File: config.mk
export PLATFORM = sky130hd
export DESIGN_NAME = ucsbece154_icache_flat
export DESIGN_NICKNAME = d
export VERILOG_FILES = /design/src/rtl/ucsbece154_icache_pkg.sv /design/src/rtl/ucsbece154_icache_if.sv /design/src/rtl/ucsbece154_icache_way.sv /design/src/rtl/ucsbece154_icache.sv /design/src/flat_wrapper.sv
export SDC_FILE = /design/constraint.sdc
export NUM_CORES = 2
export LEC_CHECK = 0
export CAP_MARGIN = 20
export CORE_ASPECT_RATIO = 0.8
export CORE_UTILIZATION = 50
export DETAILED_ROUTE_END_ITERATION = 8
export PLACE_DENSITY = 0.68
export SLEW_MARGIN = 30
export SYNTH_ARGS = -nofsm -noshare
export SYNTH_HDL_FRONTEND = slang
export SYNTH_SLANG_ARGS = --single-unit
File: constraint.sdc
create_clock -name clk -period 8.9 [get_ports clk]
set_input_delay 0.89 -clock clk [delete_from_list [all_inputs] [get_ports clk]]
set_output_delay 0.89 -clock clk [all_outputs]
set_load 0.05 [all_outputs]
File: src/rtl/ucsbece154_icache_pkg.sv
`default_nettype none
// ============================================================================
// Module   : ucsbece154_icache_pkg
// Brief    : Shared defaults, address-field widths and FSM encodings.
// Revision : 1.0
// ============================================================================
package ucsbece154_icache_pkg;

    localparam int ADDR_W              = 32;
    localparam int DATA_W              = 32;
    localparam int BYTE_OFF_W          = 2;
    localparam int NUM_WAYS            = 2;
    localparam int DEFAULT_NUM_SETS    = 8;
    localparam int DEFAULT_BLOCK_WORDS = 4;

    localparam logic [1:0] S_IDLE     = 2'd0;
    localparam logic [1:0] S_MEM_WAIT = 2'd1;
    localparam logic [1:0] S_REFILL   = 2'd2;

    function automatic int offset_width(input int block_words);
        return $clog2(block_words);
    endfunction

    function automatic int index_width(input int num_sets);
        return $clog2(num_sets);
    endfunction

    function automatic int tag_width(input int num_sets, input int block_words);
        return ADDR_W - BYTE_OFF_W - $clog2(num_sets) - $clog2(block_words);
    endfunction

endpackage
`default_nettype wire

File: src/rtl/ucsbece154_icache_if.sv
`default_nettype none
// ============================================================================
// Module   : ucsbece154_icache_if
// Brief    : CPU fetch port and instruction-memory burst port of the I-cache.
// Revision : 1.0
// ============================================================================
interface ucsbece154_icache_if;
    import ucsbece154_icache_pkg::*;

    logic              ReadEnable;
    logic [ADDR_W-1:0] ReadAddress;
    logic [DATA_W-1:0] Instruction;
    logic              Ready;
    logic              MemReadRequest;
    logic [ADDR_W-1:0] MemReadAddress;
    logic [DATA_W-1:0] MemDataIn;
    logic              MemDataReady;

    modport slave (
        input  ReadEnable, ReadAddress, MemDataIn, MemDataReady,
        output Instruction, Ready, MemReadRequest, MemReadAddress
    );

    modport master (
        output ReadEnable, ReadAddress, MemDataIn, MemDataReady,
        input  Instruction, Ready, MemReadRequest, MemReadAddress
    );
endinterface
`default_nettype wire

File: src/rtl/ucsbece154_icache_way.sv
`default_nettype none
// ============================================================================
// Module   : ucsbece154_icache_way
// Brief    : One way of the I-cache: valid, tag and data arrays plus hit compare.
// Revision : 1.0
// ============================================================================
module ucsbece154_icache_way
    import ucsbece154_icache_pkg::*;
#(
    parameter int  NUM_SETS    = DEFAULT_NUM_SETS,
    parameter int  BLOCK_WORDS = DEFAULT_BLOCK_WORDS,
    localparam int OFF_W       = offset_width(BLOCK_WORDS),
    localparam int IDX_W       = index_width(NUM_SETS),
    localparam int TAG_W       = tag_width(NUM_SETS, BLOCK_WORDS)
) (
    input  logic              clk,
    input  logic              reset,
    input  logic [IDX_W-1:0]  i_rd_index,
    input  logic [TAG_W-1:0]  i_rd_tag,
    input  logic [OFF_W-1:0]  i_rd_offset,
    output logic              o_valid,
    output logic              o_hit,
    output logic [DATA_W-1:0] o_rd_word,
    input  logic              i_wr_en,
    input  logic [IDX_W-1:0]  i_wr_index,
    input  logic [OFF_W-1:0]  i_wr_offset,
    input  logic [DATA_W-1:0] i_wr_word,
    input  logic              i_fill_done,
    input  logic [TAG_W-1:0]  i_fill_tag
);

    logic [NUM_SETS-1:0] r_valid;
    logic [TAG_W-1:0]    r_tag  [NUM_SETS];
    logic [DATA_W-1:0]   r_data [NUM_SETS][BLOCK_WORDS];

    always_ff @(posedge clk or negedge reset) begin
        if (!reset) begin
            r_valid <= '0;
        end else if (i_fill_done) begin
            r_valid[i_wr_index] <= 1'b1;
        end
    end

    // Tag and data carry no reset; a line is only visible once its valid bit is set.
    always_ff @(posedge clk) begin
        if (i_fill_done) begin
            r_tag[i_wr_index] <= i_fill_tag;
        end
        if (i_wr_en) begin
            r_data[i_wr_index][i_wr_offset] <= i_wr_word;
        end
    end

    assign o_valid   = r_valid[i_rd_index];
    assign o_hit     = o_valid && (r_tag[i_rd_index] == i_rd_tag);
    assign o_rd_word = r_data[i_rd_index][i_rd_offset];

endmodule
`default_nettype wire

File: src/rtl/ucsbece154_icache.sv
`default_nettype none
// ============================================================================
// Module   : ucsbece154_icache
// Brief    : 2-way set-associative blocking I-cache with LRU and burst refill.
//            Define ICACHE_EARLY_RESTART_EN to return the word as soon as it arrives.
// Revision : 1.0
// ============================================================================
module ucsbece154_icache
    import ucsbece154_icache_pkg::*;
#(
    parameter int NUM_SETS    = DEFAULT_NUM_SETS,
    parameter int BLOCK_WORDS = DEFAULT_BLOCK_WORDS
) (
    input  logic                 clk,
    input  logic                 reset,
    ucsbece154_icache_if.slave   bus
);

    localparam int OFF_W = offset_width(BLOCK_WORDS);
    localparam int IDX_W = index_width(NUM_SETS);
    localparam int TAG_W = tag_width(NUM_SETS, BLOCK_WORDS);
    localparam logic [OFF_W-1:0] LAST_WORD = OFF_W'(BLOCK_WORDS - 1);

    logic [1:0]          r_state;
    logic [1:0]          w_next_state;
    logic [OFF_W-1:0]    r_count;
    logic [OFF_W-1:0]    r_off;
    logic [IDX_W-1:0]    r_idx;
    logic [TAG_W-1:0]    r_tag;
    logic                r_victim;
    logic [NUM_SETS-1:0] r_lru;
    logic                r_ready;
    logic [DATA_W-1:0]   r_instr;
`ifndef ICACHE_EARLY_RESTART_EN
    logic [DATA_W-1:0]   r_capture;
`endif

    logic [OFF_W-1:0]    w_req_off;
    logic [IDX_W-1:0]    w_req_idx;
    logic [TAG_W-1:0]    w_req_tag;
    logic [NUM_WAYS-1:0] w_valid;
    logic [NUM_WAYS-1:0] w_hit;
    logic [DATA_W-1:0]   w_word [NUM_WAYS];
    logic                w_accept;
    logic                w_any_hit;
    logic [DATA_W-1:0]   w_hit_word;
    logic                w_victim;
    logic                w_strobe;
    logic                w_last;
    logic                w_mem_req;
    logic [ADDR_W-1:0]   w_mem_addr;

    assign w_req_off = bus.ReadAddress[BYTE_OFF_W +: OFF_W];
    assign w_req_idx = bus.ReadAddress[BYTE_OFF_W + OFF_W +: IDX_W];
    assign w_req_tag = bus.ReadAddress[ADDR_W-1 -: TAG_W];

    // A request is not re-sampled in the cycle its Ready is shown, so Ready never repeats.
    assign w_accept   = (r_state == S_IDLE) && bus.ReadEnable && !r_ready;
    assign w_any_hit  = |w_hit;
    assign w_hit_word = w_hit[1] ? w_word[1] : w_word[0];
    assign w_victim   = !w_valid[0] ? 1'b0 : (!w_valid[1] ? 1'b1 : r_lru[w_req_idx]);
    assign w_strobe   = bus.MemDataReady && ((r_state == S_MEM_WAIT) || (r_state == S_REFILL));
    assign w_last     = w_strobe && (r_count == LAST_WORD);

    for (genvar g = 0; g < NUM_WAYS; g++) begin : g_way
        logic w_sel;
        assign w_sel = (g == 0) ? ~r_victim : r_victim;

        ucsbece154_icache_way #(
            .NUM_SETS    (NUM_SETS),
            .BLOCK_WORDS (BLOCK_WORDS)
        ) u_way (
            .clk         (clk),
            .reset       (reset),
            .i_rd_index  (w_req_idx),
            .i_rd_tag    (w_req_tag),
            .i_rd_offset (w_req_off),
            .o_valid     (w_valid[g]),
            .o_hit       (w_hit[g]),
            .o_rd_word   (w_word[g]),
            .i_wr_en     (w_strobe && w_sel),
            .i_wr_index  (r_idx),
            .i_wr_offset (r_count),
            .i_wr_word   (bus.MemDataIn),
            .i_fill_done (w_last && w_sel),
            .i_fill_tag  (r_tag)
        );
    end

    always_ff @(posedge clk or negedge reset) begin
        if (!reset) begin
            r_state <= S_IDLE;
        end else begin
            r_state <= w_next_state;
        end
    end

    always_comb begin
        w_next_state = r_state;
        case (r_state)
            S_IDLE:     if (w_accept && !w_any_hit) w_next_state = S_MEM_WAIT;
            S_MEM_WAIT: if (bus.MemDataReady)       w_next_state = S_REFILL;
            S_REFILL:   if (w_last)                 w_next_state = S_IDLE;
            default:                                w_next_state = S_IDLE;
        endcase
    end

    always_comb begin
        w_mem_req  = 1'b0;
        w_mem_addr = '0;
        if (r_state == S_MEM_WAIT) begin
            w_mem_req  = 1'b1;
            w_mem_addr = {r_tag, r_idx, {(OFF_W + BYTE_OFF_W){1'b0}}};
        end
    end

    always_ff @(posedge clk or negedge reset) begin
        if (!reset) begin
            r_count  <= '0;
            r_off    <= '0;
            r_idx    <= '0;
            r_tag    <= '0;
            r_victim <= 1'b0;
            r_lru    <= '0;
            r_ready  <= 1'b0;
            r_instr  <= '0;
`ifndef ICACHE_EARLY_RESTART_EN
            r_capture <= '0;
`endif
        end else begin
            r_ready <= 1'b0;
            if (w_accept) begin
                if (w_any_hit) begin
                    r_ready            <= 1'b1;
                    r_instr            <= w_hit_word;
                    r_lru[w_req_idx]   <= ~w_hit[1];
                end else begin
                    r_off    <= w_req_off;
                    r_idx    <= w_req_idx;
                    r_tag    <= w_req_tag;
                    r_victim <= w_victim;
                end
            end
            if (w_strobe) begin
                r_count <= r_count + 1'b1;
`ifdef ICACHE_EARLY_RESTART_EN
                if (r_count == r_off) begin
                    r_ready <= 1'b1;
                    r_instr <= bus.MemDataIn;
                end
`else
                if (r_count == r_off) begin
                    r_capture <= bus.MemDataIn;
                end
                if (w_last) begin
                    r_ready <= 1'b1;
                    r_instr <= (r_count == r_off) ? bus.MemDataIn : r_capture;
                end
`endif
            end
            if (w_last) begin
                r_lru[r_idx] <= ~r_victim;
            end
        end
    end

    assign bus.Ready          = r_ready;
    assign bus.Instruction    = r_instr;
    assign bus.MemReadRequest = w_mem_req;
    assign bus.MemReadAddress = w_mem_addr;

endmodule
`default_nettype wire

File: src/flat_wrapper.sv
// flat-port wrapper written by rule: the top's interface ports become plain ports
module ucsbece154_icache_flat import ucsbece154_icache_pkg::*;
#(
    parameter int NUM_SETS    = DEFAULT_NUM_SETS,
    parameter int BLOCK_WORDS = DEFAULT_BLOCK_WORDS
)
  (clk, reset, bus_ReadEnable, bus_ReadAddress, bus_MemDataIn, bus_MemDataReady, bus_Instruction, bus_Ready, bus_MemReadRequest, bus_MemReadAddress);
  ucsbece154_icache_if bus_i ();
  input  logic clk;
  input  logic reset;
  input wire logic [$bits(bus_i.ReadEnable)-1:0] bus_ReadEnable;
  input wire logic [$bits(bus_i.ReadAddress)-1:0] bus_ReadAddress;
  input wire logic [$bits(bus_i.MemDataIn)-1:0] bus_MemDataIn;
  input wire logic [$bits(bus_i.MemDataReady)-1:0] bus_MemDataReady;
  output wire logic [$bits(bus_i.Instruction)-1:0] bus_Instruction;
  output wire logic [$bits(bus_i.Ready)-1:0] bus_Ready;
  output wire logic [$bits(bus_i.MemReadRequest)-1:0] bus_MemReadRequest;
  output wire logic [$bits(bus_i.MemReadAddress)-1:0] bus_MemReadAddress;
  assign bus_i.ReadEnable = bus_ReadEnable;
  assign bus_i.ReadAddress = bus_ReadAddress;
  assign bus_i.MemDataIn = bus_MemDataIn;
  assign bus_i.MemDataReady = bus_MemDataReady;
  assign bus_Instruction = bus_i.Instruction;
  assign bus_Ready = bus_i.Ready;
  assign bus_MemReadRequest = bus_i.MemReadRequest;
  assign bus_MemReadAddress = bus_i.MemReadAddress;
  ucsbece154_icache #(.NUM_SETS(NUM_SETS), .BLOCK_WORDS(BLOCK_WORDS)) u_core (.clk(clk), .reset(reset), .bus(bus_i));
endmodule
Word-level counts from Yosys, hierarchy flattened
Memories as Yosys holds them, arrays and structs flattened.
Cells that the tools add are included.
- bits in registers: 124
- input bits: 68
- logic and storage cells: 110
- bits in writable memories: 2448
- memories kept: 4
- muxes and demuxes: 49
- order comparisons: 7
- add/sub/neg operators: 1
- bitwise operators: 7
- eq/ne operators: 9
- reductions and logical operators: 21
- memories (name ; words ; width ; read ports ; clocked after Yosys merged registers in ; wr ports ; RTL line ; RTL):
    u_core.g_way[0].u_way.r_data ; 8 ; 128 ; 1 ; 0 ; 1 ; ucsbece154_icache_way.sv:34 ; logic [DATA_W-1:0] r_data [NUM_SETS][BLOCK_WORDS];
    u_core.g_way[1].u_way.r_data ; 8 ; 128 ; 1 ; 0 ; 1 ; ucsbece154_icache_way.sv:34 ;
    u_core.g_way[0].u_way.r_tag ; 8 ; 25 ; 1 ; 0 ; 1 ; ucsbece154_icache_way.sv:33 ; logic [TAG_W-1:0] r_tag [NUM_SETS];
    u_core.g_way[1].u_way.r_tag ; 8 ; 25 ; 1 ; 0 ; 1 ; ucsbece154_icache_way.sv:33 ;
- operators with widths (cell ; number):
    2-to-1 mux 32 bit ; 12
    2-to-1 mux 128 bit ; 2
    binary-select mux 32 bit (select 2 bit) ; 2
    demux 32 bit (select 2 bit) ; 1
    == test 25 bit ; 2
    2-to-1 mux 8 bit ; 3
    2-to-1 mux 1 bit ; 18
    bitwise mux 8 bit ; 2
    OR 8 bit ; 2
    logical AND 1 bit ; 14
    binary-select mux 1 bit (select 3 bit) ; 3
    < comparator 3 x 4 -> 1 bit, second input constant ; 2
    demux 1 bit (select 3 bit) ; 2
    >= comparator 3 x 1 -> 1 bit, second input constant ; 2
    >= comparator 3 bit, second input constant ; 2
    2-to-1 mux 2 bit ; 3
    inverter 2 -> 3 bit ; 2
    one-hot mux 2 bit (3 select lines) ; 1
    == test 2 bit, second input constant ; 2
    != test 2 bit, second input constant ; 2
    < comparator 3 x 1 -> 1 bit, second input constant ; 1
    inverter 1 bit ; 3
    AND reduction 3 bit ; 1
    adder 2 x 1 -> 2 bit, second input constant ; 1
    other kinds (8) ; 9

Logic depth before layout (Yosys ltp)
- depth after elaboration: 9
- gate-level depth with buffers: 18

Modules after synthesis
A second synthesis with hierarchy kept.
- cells, all modules: 4207
- area total of the unflattened synthesis: 99967.1 sq um
- modules (own cells, without submodules) (module ; cells each ; times used ; area an instance (sq um) ; seq. area each (sq um)):
    ucsbece154_icache_way (u_core.g_way[1].u_way) ; 1895 ; 1 ; 47141.5 ; 36955.4
    ucsbece154_icache_way (u_core.g_way[0].u_way) ; 1865 ; 1 ; 46971.3 ; 36955.4
    ucsbece154_icache ; 447 ; 1 ; 5854.4 ; 2702.6

Worst setup path after synthesis
No wires, ideal clock.
- path kind: in2reg
- from: input bus_MemDataReady
- to: memory u_core.g_way[0].u_way.r_data[0][0] (netlist bit), enable pin
- cell stages on the path: 4
- required time: 8.439 ns
- setup time: 0.461 ns
- path buffers: 2
- arrival time: 3.703 ns
- slack: 4.736 ns
- cell sequence: nand3_1 clkbuf_1 clkbuf_1 nor3_1
- word-level cells in the longest chain between the ends: 4
- ends and longest elaborated chain (what ; RTL line ; RTL):
    start, declared ; flat_wrapper.sv:14 ; input wire logic [$bits(bus_i.MemDataReady)-1:0] bus_MemDataReady;
    logical AND 1 bit ; ucsbece154_icache.sv:62 ; assign w_strobe = bus.MemDataReady && ((r_state == S_MEM_WAIT) || (r_state == S_REFILL));
    logical AND 1 bit ; ucsbece154_icache.sv:81 ; .i_wr_en (w_strobe && w_sel),
    2-to-1 mux 1 bit ; ucsbece154_icache_way.sv:49 ; if (i_wr_en) begin
    2-to-1 mux 128 bit (implied by the code) ; ucsbece154_icache_way.sv:50 ; r_data[i_wr_index][i_wr_offset] <= i_wr_word;
    end, declared ; ucsbece154_icache_way.sv:34 ;
Every way passes these cells.

Worst setup path after layout
- from: input bus_ReadAddress[5]
- to: register u_core.r_instr[30] (netlist: u_core.bus.Instruction[30])
- word-level cells in the longest chain between the ends: 9
- elaborated cells on any way between the ends: 24
- ends and longest elaborated chain (what ; RTL line ; RTL):
    start, declared ; flat_wrapper.sv:12 ; input wire logic [$bits(bus_i.ReadAddress)-1:0] bus_ReadAddress;
    memory read (8 x 128 bit) ; - ;
    binary-select mux 32 bit (select 2 bit) ; ucsbece154_icache_way.sv:56 ; assign o_rd_word = r_data[i_rd_index][i_rd_offset];
    2-to-1 mux 32 bit (implied by the code) (2 in a row) ; ucsbece154_icache_way.sv:56 ;
    2-to-1 mux 32 bit ; ucsbece154_icache.sv:60 ; assign w_hit_word = w_hit[1] ? w_word[1] : w_word[0];
    2-to-1 mux 32 bit * ; ucsbece154_icache.sv:133 ; if (w_any_hit) begin
    2-to-1 mux 32 bit * ; ucsbece154_icache.sv:132 ; if (w_accept) begin
    2-to-1 mux 32 bit ; ucsbece154_icache.sv:155 ; if (w_last) begin
    2-to-1 mux 32 bit * ; ucsbece154_icache.sv:144 ; if (w_strobe) begin
    end signal, assigned ; ucsbece154_icache.sv:135 ; r_instr <= w_hit_word;
    end signal, assigned ; ucsbece154_icache.sv:157 ; r_instr <= (r_count == r_off) ? bus.MemDataIn : r_capture;
    end, declared ; ucsbece154_icache.sv:33 ; logic [DATA_W-1:0] r_instr;
Every way passes the cells marked *; elsewhere a longest branch is shown, timed or not. The select of a mux whose other input is x is not followed.
A chain may end at the register's enable or synchronous reset.

==> out/results.ini <==
[run_status]
status=finished, final reports clean

[placed_design]
dp_hpwl_mm=164
io_buffers=127
gp_congestion=0.850

[synth]
synth_ff_type=edfxtp_1
yosysTopAreaCellShare_pct=73.2
ys_seq_area_share_pct=76.3
yosysTopAreaCell=edfxtp_1
ys_warn_count=0
synth_async_sr_flop_share_pct=4.82
yosysMostFrequentCell=edfxtp_1
yosysUniqueCellTypes=85
avgSynthCellArea_um2=17.1
yosys-top-cells-count=2,448 x edfxtp_1, 432 x mux2i_1, 307 x a21oi_1
synth-edff-count=2448
syn_area_um2=100000
synth_area_leaders=edfxtp_1 73%, mux2i_1 4.3%, dfrtp_1 3.1%, mux2_2 2.4%, mux4_2 2.3%
ys_seq_elements=2572
synth_cells=5868

[route]
wl_per_cell_um=34.7
vias=59700
initialDrtViolationCount=9860
post-route-drc-count=0
ant_nets=0
drt_first_pass_iters=9
drt_wl_total_mm=309
via_per_inst=6.70

[worst_setup_path]
worstSetupStartpointType=input port
crit_slowest_cell=buf_4
end_kind=register
worstSetupPathType=in -> reg
path_max_fanout=70
worst_r2r_startpoint=u_core.g_way[1].u_way.r_tag[6][14]
cpMostUsedCell=buf_4
critPathLaunch=bus_ReadAddress[5]
crit_chain=buf_8 > buf_4 > mux4_2 > mux2i_1 > xor2_1 > nand3_1 > nor4_1 > nand4_1 > buf_4 > a21oi_4 > buf_4 > o211ai_1 > a31oi_1
cp_data_required_time_ns=9.68
slowest_delay_ns=0.68
worst_ep_arrival_time_ns=6.26

[finish]
final_core_util_pct=56.8
area_growth_pct=12.4
nNetsFinal=6118
fill_cells=15100
drive_gt1_share_pct=16.8

[flow_run]
drv_cap=0

[grt]
antenna_found_initial=6
gr-total-overflow=0
grt_pass1_wl_mm=429
grt_use_total_pct=30.2
grt_pass1_vias=56400
grt_max_degree=90

[die]
dieWidth_um=503
row_count=146
core_um2=199000
start_util_pct=50.5
io-pin-count=134
dieArea_um2=203000
dieHeight_um=403

[timing]
timing.final.crit_share_pct=61.5
setup_tns_ns=0
final_max_slew_viol_count=0
min_period_ns=5.47
finalSetupViolCount=0
rsz0062_at_grt=no
clock_skew_ns=0.0321
relSlewSlack_pct=30.8
clock.fmax_mhz=183
hold_viol=0
tightest_slew_ns=1.01

[pwr]
pwr-share-comb_pct=11.6
switching_share_pct=25.8
power.net_switching_mw=7.10
p_per_area_nw_per_um2=243
power_mw=27.5
seqPwrFrac_pct=52.7
clkPwrFrac_pct=35.6
p_leak_nw=36.7
vdd_ir_drop_max_mv=0.212
p_int_mw=20.4

[clock_network]
ctsHoldBuffers=0
cts_inserted_buffers=228
post_cts_buffers=0
cts_buffer_depth=3
htreeDepth=4
clk_pin_slew_worst_paths_ns=0.07
cts.repair.resized=0
clkLatencyLatePin_ns=0.86
cts.sinks=2572
tritoncts=done
root_buffer=clkbuf_16

[min_path]
hp-class=in -> async

state kept, by name, summed over array words and instances, names as in the netlist:
| name | flops |
|---|---|
| u_core.r_idx | 3 |
| u_core.g_way.u_way.r_data | 2048 |
| u_core.bus.Instruction | 32 |
| u_core.r_off | 2 |
| u_core.r_tag | 25 |
| u_core.r_count | 2 |
| u_core.bus.Ready | 1 |
| u_core.g_way.u_way.r_valid | 16 |
| u_core.r_state | 2 |
| u_core.g_way.w_sel | 1 |
| u_core.r_lru | 8 |
| u_core.r_capture | 32 |
| u_core.g_way.u_way.r_tag | 400 |
through the flow:
step	std cells	hold WS, ns	setup slack (ns)	cell area, um2
2_1_floorplan	5871	0.434	4.74	100000
3_3_place_gp	8474	0.446	2.72	105000
3_5_place_dp	8477	0.450	2.67	106000
4_1_cts	8908	0.0860	3.58	113000
5_1_grt	8909	0.105	3.34	113000
6_report	8913	0.0577	3.43	113000
layer usage:
layer | track usage [%] | up-vias | routed length, um
met5 | 0 | - | 15
met4 | 11.4 | 2 | 13000
met3 | 7.42 | 677 | 41900
met2 | 44.5 | 4611 | 136000
met1 | 43.6 | 30500 | 118000
li1 | - | 23900 | -
placed cells by master, fill, tap and decap left out, types with 102 or more instances in the layout:
cell,Yosys,routed
dfrtp_1,124,124
buf_4,39,202
nand2_1,277,276
a221oi_1,164,164
a22oi_1,173,173
a21oi_1,307,307
clkbuf_16,0,234
o21ai_0,236,236
mux2i_1,432,432
mux2_2,214,214
nor2_1,245,175
mux4_2,102,102
edfxtp_1,2448,2448
worst max-delay path: cells and delay by family:
| kind | cells | cell delay (ns) |
|---|---|---|
| buf+inv | 4 | 2.23 |
| simple gates | 3 | 0.82 |
| mux | 2 | 0.81 |
| compound gates | 3 | 0.69 |
| xor+xnor | 1 | 0.56 |
layout make-up:
| class | count | area (um2) | share of cell area [%] |
|---|---|---|---|
| diodes | 5 | 12.5 | 0.0111 |
| clock buffers | 322 | 6410 | 5.67 |
| clock inverters | 109 | 950 | 0.841 |
| inverters | 18 | 75.1 | 0.0665 |
| multi-input cells | 2887 | 22600 | 20.0 |
| flip-flops and latches | 2572 | 76600 | 67.8 |
| well taps | 2664 | 3330 | 2.95 |
| repair buffers | 336 | 2910 | 2.58 |
logic make-up (layout without fill, tap and decap cells):
| kind of cell | after synthesis | after routing | share of synthesized area [%] |
|---|---|---|---|
| flops | 2572 | 2572 | 76.3 |
| other cells | 1 | 9 | 0.00373 |
| simple gates | 809 | 809 | 3.73 |
| buf+inv | 412 | 785 | 1.93 |
| mux | 748 | 748 | 8.99 |
| xor+xnor | 20 | 20 | 0.174 |
| compound gates | 1299 | 1299 | 8.81 |
| fa+ha+maj | 7 | 7 | 0.0872 |
power groups by stage:
stage          Combinational, mW  Clock (mW)  Sequential [mW]
2_1_floorplan               1.55           0             14.8
3_3_place_gp                3.09           0             14.7
3_5_place_dp                3.14           0             14.7
4_1_cts                     3.15        9.83             14.5
5_1_grt                     3.31        10.3             14.5
6_report                    3.19        9.79             14.5
final timing paths:
kind	endpoint	slack, ns	cells after the start
setup / recovery	u_core.bus.Instruction[30]	3.43	13
hold / removal	u_core.r_tag[6]	0.06	1
setup reg to reg	u_core.bus.Instruction[30]	4.50	11
hold reg to reg	u_core.g_way[1].u_way.r_valid[4]	0.47	1
max in group asynchronous	u_core.bus.Instruction[14]	7.38	2
min in group clk	u_core.g_way[1].u_way.r_valid[4]	0.47	1
Note: power is estimated with default switching activity, not from simulation.
